## src/rtl/add_sub_serial.sv

```systemverilog
// Bit-serial adder/subtractor: DIGIT bits per cycle over WIDTH-bit operands,
// with carry-out, signed overflow and a valid/ack result handshake.
module add_sub_serial #(
    parameter int unsigned WIDTH = 8,
    parameter int unsigned DIGIT = 1
) (
    input  logic             clk,
    input  logic             rst_n,
    input  logic             start,
    input  logic             sub,
    input  logic [WIDTH-1:0] a,
    input  logic [WIDTH-1:0] b,
    output logic             busy,
    output logic             out_valid,
    input  logic             ack,
    output logic [WIDTH-1:0] out,
    output logic             cout,
    output logic             ovf
);

    localparam int unsigned N     = WIDTH / DIGIT;
    localparam int unsigned CNT_W = (N > 1) ? $clog2(N) : 1;

    localparam logic [1:0] S_IDLE = 2'd0;
    localparam logic [1:0] S_ADD  = 2'd1;
    localparam logic [1:0] S_DONE = 2'd2;

    logic [1:0]       state_q, state_d;
    logic [WIDTH-1:0] a_q, a_d;
    logic [WIDTH-1:0] b_q, b_d;
    logic             carry_q, carry_d;
    logic [CNT_W-1:0] count_q, count_d;
    logic [WIDTH-1:0] out_q, out_d;
    logic             cout_q, cout_d;
    logic             ovf_q, ovf_d;
    logic             busy_q, busy_d;
    logic             valid_q, valid_d;
    logic             load_c;
    logic [DIGIT:0]   dsum_c;

    // One digit of the ripple sum; bit DIGIT is the carry into the next digit.
    always_comb begin
        dsum_c = (DIGIT+1)'(a_q[DIGIT-1:0]) + (DIGIT+1)'(b_q[DIGIT-1:0])
               + (DIGIT+1)'(carry_q);
    end

    always_comb begin
        state_d = state_q;
        a_d     = a_q;
        b_d     = b_q;
        carry_d = carry_q;
        count_d = count_q;
        out_d   = out_q;
        cout_d  = cout_q;
        ovf_d   = ovf_q;
        load_c  = 1'b0;

        case (state_q)
            S_IDLE: begin
                if (start) begin
                    load_c = 1'b1;
                end
            end
            S_ADD: begin
                out_d   = (out_q >> DIGIT) | (WIDTH'(dsum_c[DIGIT-1:0]) << (WIDTH - DIGIT));
                a_d     = a_q >> DIGIT;
                b_d     = b_q >> DIGIT;
                carry_d = dsum_c[DIGIT];
                if (count_q == CNT_W'(N - 1)) begin
                    // Low digit now holds the operand MSBs; b is already inverted for sub.
                    cout_d  = dsum_c[DIGIT];
                    ovf_d   = (a_q[DIGIT-1] == b_q[DIGIT-1]) && (dsum_c[DIGIT-1] != a_q[DIGIT-1]);
                    state_d = S_DONE;
                end else begin
                    count_d = count_q + CNT_W'(1);
                end
            end
            S_DONE: begin
                if (ack) begin
                    if (start) begin
                        load_c = 1'b1;
                    end else begin
                        state_d = S_IDLE;
                    end
                end
            end
            default: begin
                state_d = S_IDLE;
            end
        endcase

        // Operand load shared by IDLE start and back-to-back restart from DONE.
        if (load_c) begin
            a_d     = a;
            b_d     = sub ? ~b : b;
            carry_d = sub;
            count_d = '0;
            out_d   = '0;
            state_d = S_ADD;
        end
    end

    always_comb begin
        busy_d  = (state_d == S_ADD);
        valid_d = (state_d == S_DONE);
    end

    always_ff @(posedge clk or negedge rst_n) begin
        if (!rst_n) begin
            state_q <= S_IDLE;
            a_q     <= '0;
            b_q     <= '0;
            carry_q <= 1'b0;
            count_q <= '0;
            out_q   <= '0;
            cout_q  <= 1'b0;
            ovf_q   <= 1'b0;
            busy_q  <= 1'b0;
            valid_q <= 1'b0;
        end else begin
            state_q <= state_d;
            a_q     <= a_d;
            b_q     <= b_d;
            carry_q <= carry_d;
            count_q <= count_d;
            out_q   <= out_d;
            cout_q  <= cout_d;
            ovf_q   <= ovf_d;
            busy_q  <= busy_d;
            valid_q <= valid_d;
        end
    end

    assign busy      = busy_q;
    assign out_valid = valid_q;
    assign out       = out_q;
    assign cout      = cout_q;
    assign ovf       = ovf_q;

endmodule

```

## config.mk

```make
export PLATFORM = sky130hd
export DESIGN_NAME = add_sub_serial
export DESIGN_NICKNAME = d
export VERILOG_FILES = /design/src/rtl/add_sub_serial.sv
export SDC_FILE = /design/constraint.sdc
export NUM_CORES = 1
export LEC_CHECK = 0
export CAP_MARGIN = 40
export CORE_MARGIN = 5
export CORE_UTILIZATION = 25
export CTS_CLUSTER_SIZE = 8
export DETAILED_ROUTE_END_ITERATION = 10
export PLACE_DENSITY_LB_ADDON = 0.1
export SKIP_LAST_GASP = 1
export SYNTH_ARGS = -nofsm -noshare
export SYNTH_HDL_FRONTEND = slang
export SYNTH_SLANG_ARGS = --single-unit
```

## constraint.sdc

```tcl
create_clock -name clk -period 1.4 [get_ports clk]
set_input_delay 0.28 -clock clk [delete_from_list [all_inputs] [get_ports clk]]
set_output_delay 0.28 -clock clk [all_outputs]
set_load 0.1 [all_outputs]
```

# == After elaboration in Yosys (flattened, before gate mapping) ==
# Index checks and enable logic that the tools add are counted.
# totals
elab_cells,48
out_inout_bits,12
register_bits,34
in_bits,21
# op_classes
bitwise,2
n_mux,20
add_sub_neg,3
n_eq_ne,8
reduce_logical,5
# ops
cell,n
8-bit two-way mux,7
3-bit two-way mux,3
2-bit two-way mux,4
8-bit inverter,1
7-bit by 8-bit bitwise OR with 8-bit output,1
2-bit one-hot mux with 3 select lines,1
2-bit by 1-bit == test with 1-bit output (second input constant),2
2-bit == test (second input constant),2
1-bit two-way mux,4
2-bit AND reduction,2
3-bit by 1-bit adder with 3-bit output (second input constant),1
3-bit == test (second input constant),1
1-bit by 1-bit adder with 2-bit output,1
2-bit by 1-bit adder with 2-bit output,1
2-bit zero test,1
2-bit inequality test (second input constant),1
1-bit one-hot mux with 2 select lines,1
2-bit nonzero test,1
1-bit == test,1
1-bit logical AND,1
1-bit inequality test,1

# == Depth between registers and ports, before layout ==
# Gate-level depths: netlist (run 1).
# logic_depth
depth_word,5
mapped_depth,6
mapped_depth_nobuf,5

# == Worst setup path before layout (run 1) ==
# OpenSTA, ideal clock, no wires.
# synth_path
kind,flip-flop to flip-flop
from,register count_q[0]
to,register count_q[0]
t_arrival_ns,1.344
n_path_buf,0
slack_ns,-0.069
path_stages_with_launch,6
synth_period_minus_slack_ns,1.469
path_cell_list,dfrtp_1 > ha_1 > ha_1 > nor3b_2 > a21oi_1 > mux2_2
# synth_between
elab_chain_cells,4
elab_cells_between_ends,7
cone_classes,add/sub (1); eq/ne (2); mux (3); reduce/logical (1)
# synth_lines
item,line,text
start: declaration,32,"logic [CNT_W-1:0] count_q, count_d;"
start signal: assignment,125,count_q <= count_d;
3-bit by 1-bit adder with 3-bit output,75,count_d = count_q + CNT_W'(1);
3-bit two-way mux,69,if (count_q == CNT_W'(N - 1)) begin
3-bit two-way mux,58,case (state_q)
3-bit two-way mux,93,if (load_c) begin
# Several ways; a longest one is shown, not always the timed one. The select of a mux whose other input is x is not followed.
# A chain may end at the register's enable or synchronous reset.

# == Worst setup path after layout (run 1) ==
# layout_path
from,register count_q[1]
to,register count_q[0]
# layout_between
elab_chain_cells,3
# layout_lines
item,line
3-bit == test,69
2-bit inequality test (no line),-
2-bit AND reduction (no line),-
# Every way passes these cells.

==> impl_metrics.csv, run 1 <==
group,metric,value,unit
setup_path,cp.depth,5,
global_routing,grt_pass1_vias,1340,
cts,cts_root_buf,"clkbuf_8",
sta,setup-tns-final,-0.162,ps
pwr,vdd.ir_drop.worst,820,uV
global_routing,antenna_found_initial,0,
sta,rsz0062_at_grt,"true",
drt,routed_via_density,4.35,
cells_and_area,diodes,0,
yosys,syn_nets,169,
cts,cts_inserted_buffers,5,
setup_path,r2r_slack,-0.2,ps
floorplan,core,6420,um^2
pwr,switchingPower,0.00283,W
pwr,combPwrFrac,59.2,%
cts,h-tree-depth,2,
pwr,p_leak,1.14,nW
placed_design,port-buffer-count,32,
yosys,synthesis.area,1670,um^2
cts,clock_latency,290,ps
drt,met1_length,1.68,mm
pwr,swShare,42.5,%
placed_design,gp_congestion,0.697,
placed_design,dp_hpwl,2.70,mm
sta,slew_headroom,86.4,%
setup_path,critPathTopFamily,"flip-flops",
floorplan,initial_core_util,26.0,%
drt,drt_iter0_markers,37,
cts,cts_sinks,34,
sta,tightest_slew,204,ps
drt,drc,0,
floorplan,dieArea,8430,um^2
sta,period_needed,1400,ps
cells_and_area,fin_nets,226,
pwr,p_int,0.00382,W
sta,slew_violations,0,
yosys,synthCells,145,
setup_path,crit_start,"count_q[1]$_DFFE_PN0P_",
setup_path,arrival,1570,ps
yosys,avgSynthCellArea,11.5,um^2
setup_path,required,1570,ps
placed_design,dp.cells,268,
global_routing,gr-total-overflow,0,
setup_path,r2r_cells,5,
cts,hold_buffers,0,
pwr,p_seq_share,27.0,%
yosys,seq_area_frac_synth,50.9,%
drt,top_layer_used,"met4",
cts,cts_buffer_depth,2,
global_routing,grtUsageTotal,9.78,%
cells_and_area,drive_above_1_share,36.9,%
floorplan,die_y,91.8,um
sta,clock_skew,9.46,ps
cts,cts_tree,"done",
sta,hold_viol_final,0,
setup_path,worstPathCellList,"ha_2, ha_4, nor3b_4, a21oi_2, mux2_4",
sta,holdWs,355,ps
setup_path,slowest_stage,"dfrtp_1",
yosys,ys_types,29,
job,drv_cap,0,
run_status,violations,"negative setup slack",
cts,clkTransAtPathRegs,80,ps
sta,setup_violations,1,
yosys,ys_warn_count,0,
setup_path,rr_startpoint,"count_q[1]$_DFFE_PN0P_",
global_routing,grt_first_pass_wirelength,6.53,mm
sta,fmax,714,MHz
setup_path,critPathBufInv,0,
drt,met2_length,1.84,mm
drt,vias,1217,
global_routing,grt_start_max_net_pins,35,
floorplan,fp.dieW,91.8,um
cells_and_area,syn2layout_area_growth,51.8,%
cells_and_area,fin_util,39.5,%
run_status,status,"finished with violations",
pwr,p_per_area,2620,nW/um^2
setup_path,crit_type,"flip-flop to flip-flop",
floorplan,fp-row-count,29,
setup_path,cp-start-kind,"flip-flop",
drt,drt_pass1_iterations,4,
hold_path,hold_path_class,"input pin to asynchronous set/reset pin",
sta,worst_slack,-0.162,ps
setup_path,slowest_delay,390,ps
drt,ant_nets,0,
drt,wl_met3,148,um
sta,finalCritPeriodShare,100,%
yosys,synth_seq_cells,34,
drt,drt-total-wl,3.75,mm
setup_path,worstPathMaxFanout,4,
floorplan,ios,33,
pwr,power_frac_clock,13.8,%
cells_and_area,fillCellCount,618,
drt,routedWlPerCell,13.4,um
placed_design,dp_slack,-344,ps
setup_path,end_kind,"flip-flop",
cells_and_area,final_cells,280,
logic make-up after synthesis:
group                      share of synthesized area [%]
and+or+nand+nor                                     12.0
DFF                                                 50.9
AOI/OAI and AO/OA                                   8.68
muxes                                               15.9
buffers and inverters                               5.76
xor gates and xnor gates                            4.19
adders and majority gates                           2.69
state kept, by name, summed over array words and instances, names as in the netlist:
register	flops
a_q	8
b_q	8
busy	1
carry_q	1
count_q	3
cout	1
out	8
out_valid	1
ovf	1
state_q	2
worst reg2reg max path: stages (launching register included):
cell and delay, ps:
dfrtp_1 390, ha_2 200, ha_4 170, nor3b_4 190, a21oi_2 80, mux2_4 260
path summary, 6_finish.rpt:
| check | end |
|---|---|
| worst max-delay path | count_q[0]$_DFFE_PN0P_ |
| worst min register to register | b_q[2]$_DFFE_PN0P_ |
| worst max register to register | count_q[0]$_DFFE_PN0P_ |
| max in group asynchronous | state_q[1]$_DFF_PN0_ |
| min in group clk | b_q[2]$_DFFE_PN0P_ |
| worst min-delay path | out[1]$_DFFE_PN0P_ |
area by class of cell:
| class | instances | area [um^2] | share of cell area [%] |
|---|---|---|---|
| clock buffers | 5 | 68.8 | 2.71 |
| repair buffers | 57 | 644 | 25.4 |
| well taps | 77 | 96.3 | 3.79 |
| flip-flops and latches | 34 | 853 | 33.6 |
| multi-input cells | 98 | 808 | 31.8 |
| inverters | 6 | 22.5 | 0.887 |
| clock inverters | 3 | 45.0 | 1.77 |
power by group through the flow:
stage               Combinational, W  Clock, W  Sequential (W)
floorplan                    0.00157         0         0.00271
global placement             0.00379         0         0.00177
detailed placement           0.00385         0         0.00179
CTS                          0.00394  0.000951         0.00179
global route                 0.00424  0.000981         0.00186
finish                       0.00394  0.000918         0.00179
repair_timing:
action,CTS,global route
pin swaps,5,6
buffers inserted,2,2
setup endpoints to repair,10,28
gates resized for setup,6,8
cloned,1,0
metal layers:
metal / GRT usage (%) / up-vias
met5: 0 / -
met4: 4.46 / 0
met3: 2.70 / 7
met2: 15.9 / 24
met1: 12.0 / 583
li1: - / 603
layout by cell type, fill, tap and decap left out, types with 2 or more instances in the layout:
cell             synthesis  final
clkbuf_8                 0      5
a21oi_1                  9      8
a22o_1                   2      2
nand2b_4                 1      2
clkinvlp_4               0      2
dfrtp_2                  0      2
a221o_1                  2      2
nor2_1                   2      2
buf_12                   0     13
mux2_2                  12      6
buf_4                    1     23
o21ai_0                  8      7
mux2_4                   4     10
and2_1                   3      2
inv_1                    6      5
mux2i_1                  7      7
dfrtp_1                 34     32
xor2_1                   8      8
nand2_1                 18     18
o21ai_1                  2      3
clkdlybuf4s50_1          0     20
nand3_1                  6      6
synth_stat cells (all sizes together):
library cell / instances / area [um^2]
and2: 3 / 18.8
ha: 2 / 25.0
nand3b: 1 / 7.51
mux2i: 7 / 70.1
fa: 1 / 20.0
mux2: 16 / 195
nor3: 1 / 5.00
xor2: 8 / 70.1
nor2b: 2 / 12.5
a21oi: 9 / 45.0
nor2: 2 / 7.51
nand2b: 3 / 26.3
o21ai: 10 / 50.1
a22o: 2 / 17.5
dfrtp: 34 / 851
inv: 6 / 22.5
a221o: 2 / 20.0
nand3: 6 / 30.0
buf: 8 / 73.8
a211oi: 1 / 12.5
nand2: 19 / 73.8
and3: 1 / 6.26
nor3b: 1 / 12.5
metrics by stage:
| step | power [W] | area (um^2) |
|---|---|---|
| 6_report | 0.00665 | 2540 |
| 5_1_grt | 0.00708 | 2540 |
| 3_3_place_gp | 0.00555 | 2350 |
| 3_5_place_dp | 0.00564 | 2350 |
| 2_1_floorplan | 0.00427 | 1720 |
| 4_1_cts | 0.00669 | 2510 |
Note: power is estimated with default switching activity, not from simulation.
==> inputs of run 2 (changes only) <==
Settings changed: ABC_CLOCK_PERIOD_IN_PS set to 1400, CELL_PAD_IN_SITES_DETAIL_PLACEMENT set to 0, CELL_PAD_IN_SITES_GLOBAL_PLACEMENT set to 2, CTS_CLUSTER_SIZE 8 to unset.
==> run 2 against run 1 <==
Effect of this change:
- the run now ends clean
- cell count increased by 0.36%
- clock power shrank 19%
- core utilization is 0.41 points lower
- cell area down 1.0%
- non-clock buffer count is 1 higher
- largest power group unchanged
- worst setup slack gained 13 ps
- global-route usage fell by 0.55 points
- highest routed layer unchanged
- combinational power barely moved
- die area did not move
- clock skew is 0.75 ps higher
- critical endpoint unchanged
==> impl_metrics.csv, run 2 (synthesis gave the netlist of run 1 again) <==
group,metric,value,unit
pwr,power_frac_clock,11.5,%
cts,clock_latency,280,ps
job,drv_cap,0,
global_routing,grt_first_pass_wirelength,6.13,mm
floorplan,fp-row-count,29,
setup_path,end_kind,"flip-flop",
pwr,p_seq_share,27.5,%
sta,setup_violations,0,
sta,worst_slack,12.6,ps
cts,h-tree-depth,2,
floorplan,ios,33,
placed_design,dp_hpwl,2.73,mm
pwr,swShare,42.7,%
placed_design,place_area,2360,um^2
drt,vias,1219,
cells_and_area,fin_nets,227,
run_status,status,"finished clean",
placed_design,port-buffer-count,32,
pwr,combPwrFrac,60.9,%
cells_and_area,design_area,2510,um^2
global_routing,antenna_found_initial,0,
placed_design,dp.cells,269,
sta,rsz0062_at_grt,"true",
hold_path,hold_path_class,"input pin to asynchronous set/reset pin",
sta,slew_violations,0,
setup_path,cp-start-kind,"flip-flop",
pwr,p_leak,1.14,nW
global_routing,gr-total-overflow,0,
global_routing,grt_pass1_vias,1217,
placed_design,gp_congestion,0.730,
setup_path,required,1570,ps
pwr,switchingPower,0.00276,W
drt,drt_iter0_markers,23,
cts,clkTransAtPathRegs,70,ps
setup_path,critPathTopFamily,"flip-flops",
cells_and_area,final_cells,281,
sta,period_needed,1390,ps
sta,clock_skew,10.2,ps
setup_path,slowest_delay,390,ps
sta,slew_headroom,79.1,%
global_routing,grtUsageTotal,9.23,%
cts,cts_inserted_buffers,5,
cts,cts_tree,"done",
setup_path,critPathBufInv,0,
setup_path,crit_type,"flip-flop to flip-flop",
drt,drt-total-wl,3.74,mm
cts,hold_buffers,0,
drt,drt_pass1_iterations,4,
placed_design,dp_slack,-295,ps
cells_and_area,diodes,0,
sta,fmax,721,MHz
sta,holdWs,356,ps
floorplan,core,6420,um^2
setup_path,slowest_stage,"dfrtp_1",
drt,ant_nets,0,
cts,cts_buffer_depth,2,
cells_and_area,final_common_cell,"dfrtp_1",
floorplan,dieArea,8430,um^2
cts,cts_sinks,34,
cts,cts_root_buf,"clkbuf_8",
sta,tightest_slew,312,ps
pwr,p_int,0.00370,W
cells_and_area,drive_above_1_share,35.8,%
drt,routed_via_density,4.34,
setup_path,worstPathMaxFanout,4,
pwr,p_per_area,2570,nW/um^2
setup_path,worstPathCellList,"ha_2, ha_4, nor3b_4, a21oi_2, mux2_4",
global_routing,grt_start_max_net_pins,35,
floorplan,initial_core_util,26.0,%
drt,drc,0,
sta,hold_viol_final,0,
pwr,vdd.ir_drop.worst,516,uV
floorplan,fp.dieW,91.8,um
drt,routedWlPerCell,13.3,um
cells_and_area,syn2layout_area_growth,50.2,%
floorplan,die_y,91.8,um
setup_path,arrival,1560,ps
sta,finalCritPeriodShare,99.1,%
cells_and_area,final_cell_mix,"32 x dfrtp_1, 24 x buf_4, 20 x clkdlybuf4s50_1, 18 x nand2_1, 13 x buf_12",
run 2: cell types whose count changed in the layout (fill, tap and decap cells not counted), sizes merged:
cell | before | now
clkbuf | 5 | 7
clkinvlp | 2 | 0
buf | 37 | 38
bufinv | 1 | 0
clkinv | 0 | 1
run 2: what timing repair did:
action	4_1_cts	5_1_grt
cloned	1	0
pin swaps	4	2
buffers inserted	2	1
setup endpoints to repair	10	23
resized for setup	4	8
run 2: cell type report:
type | instances | area (um^2)
well taps | 77 | 96.3
clock buffers | 7 | 86.3
clock inverters | 1 | 5.00
flip-flops and latches | 34 | 853
fillers | 607 | 3910
multi-input cells | 98 | 797
repair buffers | 58 | 652
inverters | 6 | 22.5
run 2: power by group through the flow:
stage	clock [W]	sequential [W]	combinational [W]
final	0.000743	0.00178	0.00394
after global routing	0.000822	0.00184	0.00422
after CTS	0.000782	0.00179	0.00391
after detailed placement	0	0.00179	0.00382
after global placement	0	0.00176	0.00376
after floorplan	0	0.00271	0.00157
run 2: per-layer routing:
metal / routed length, um / global-route usage [%]
met4: 57 / 2.97
met1: 1690 / 11.6
met3: 213 / 2.95
met2: 1790 / 15.0
met5: 0 / 0
run 2: metrics by stage:
| step | utilization, % | setup TNS [ps] | total power (W) |
|---|---|---|---|
| floorplan | - | -36.5 | 0.00427 |
| global placement | 36.8 | -5850 | 0.00552 |
| detailed placement | 36.8 | -6280 | 0.00560 |
| CTS | 38.7 | -3.52 | 0.00649 |
| global route | 39.1 | -146 | 0.00688 |
| finish | 39.1 | 0 | 0.00646 |
run 2: worst paths after layout:
kind,start,end,slack [ps],cells after the start
max,count_q[1]$_DFFE_PN0P_,count_q[0]$_DFFE_PN0P_,10,5
min,rst_n,count_q[0]$_DFFE_PN0P_,360,2
max reg2reg,count_q[1]$_DFFE_PN0P_,count_q[0]$_DFFE_PN0P_,10,5
min reg2reg,count_q[1]$_DFFE_PN0P_,count_q[1]$_DFFE_PN0P_,520,1
max in group asynchronous,rst_n,state_q[1]$_DFF_PN0_,840,2
min in group clk,count_q[1]$_DFFE_PN0P_,count_q[1]$_DFFE_PN0P_,520,1
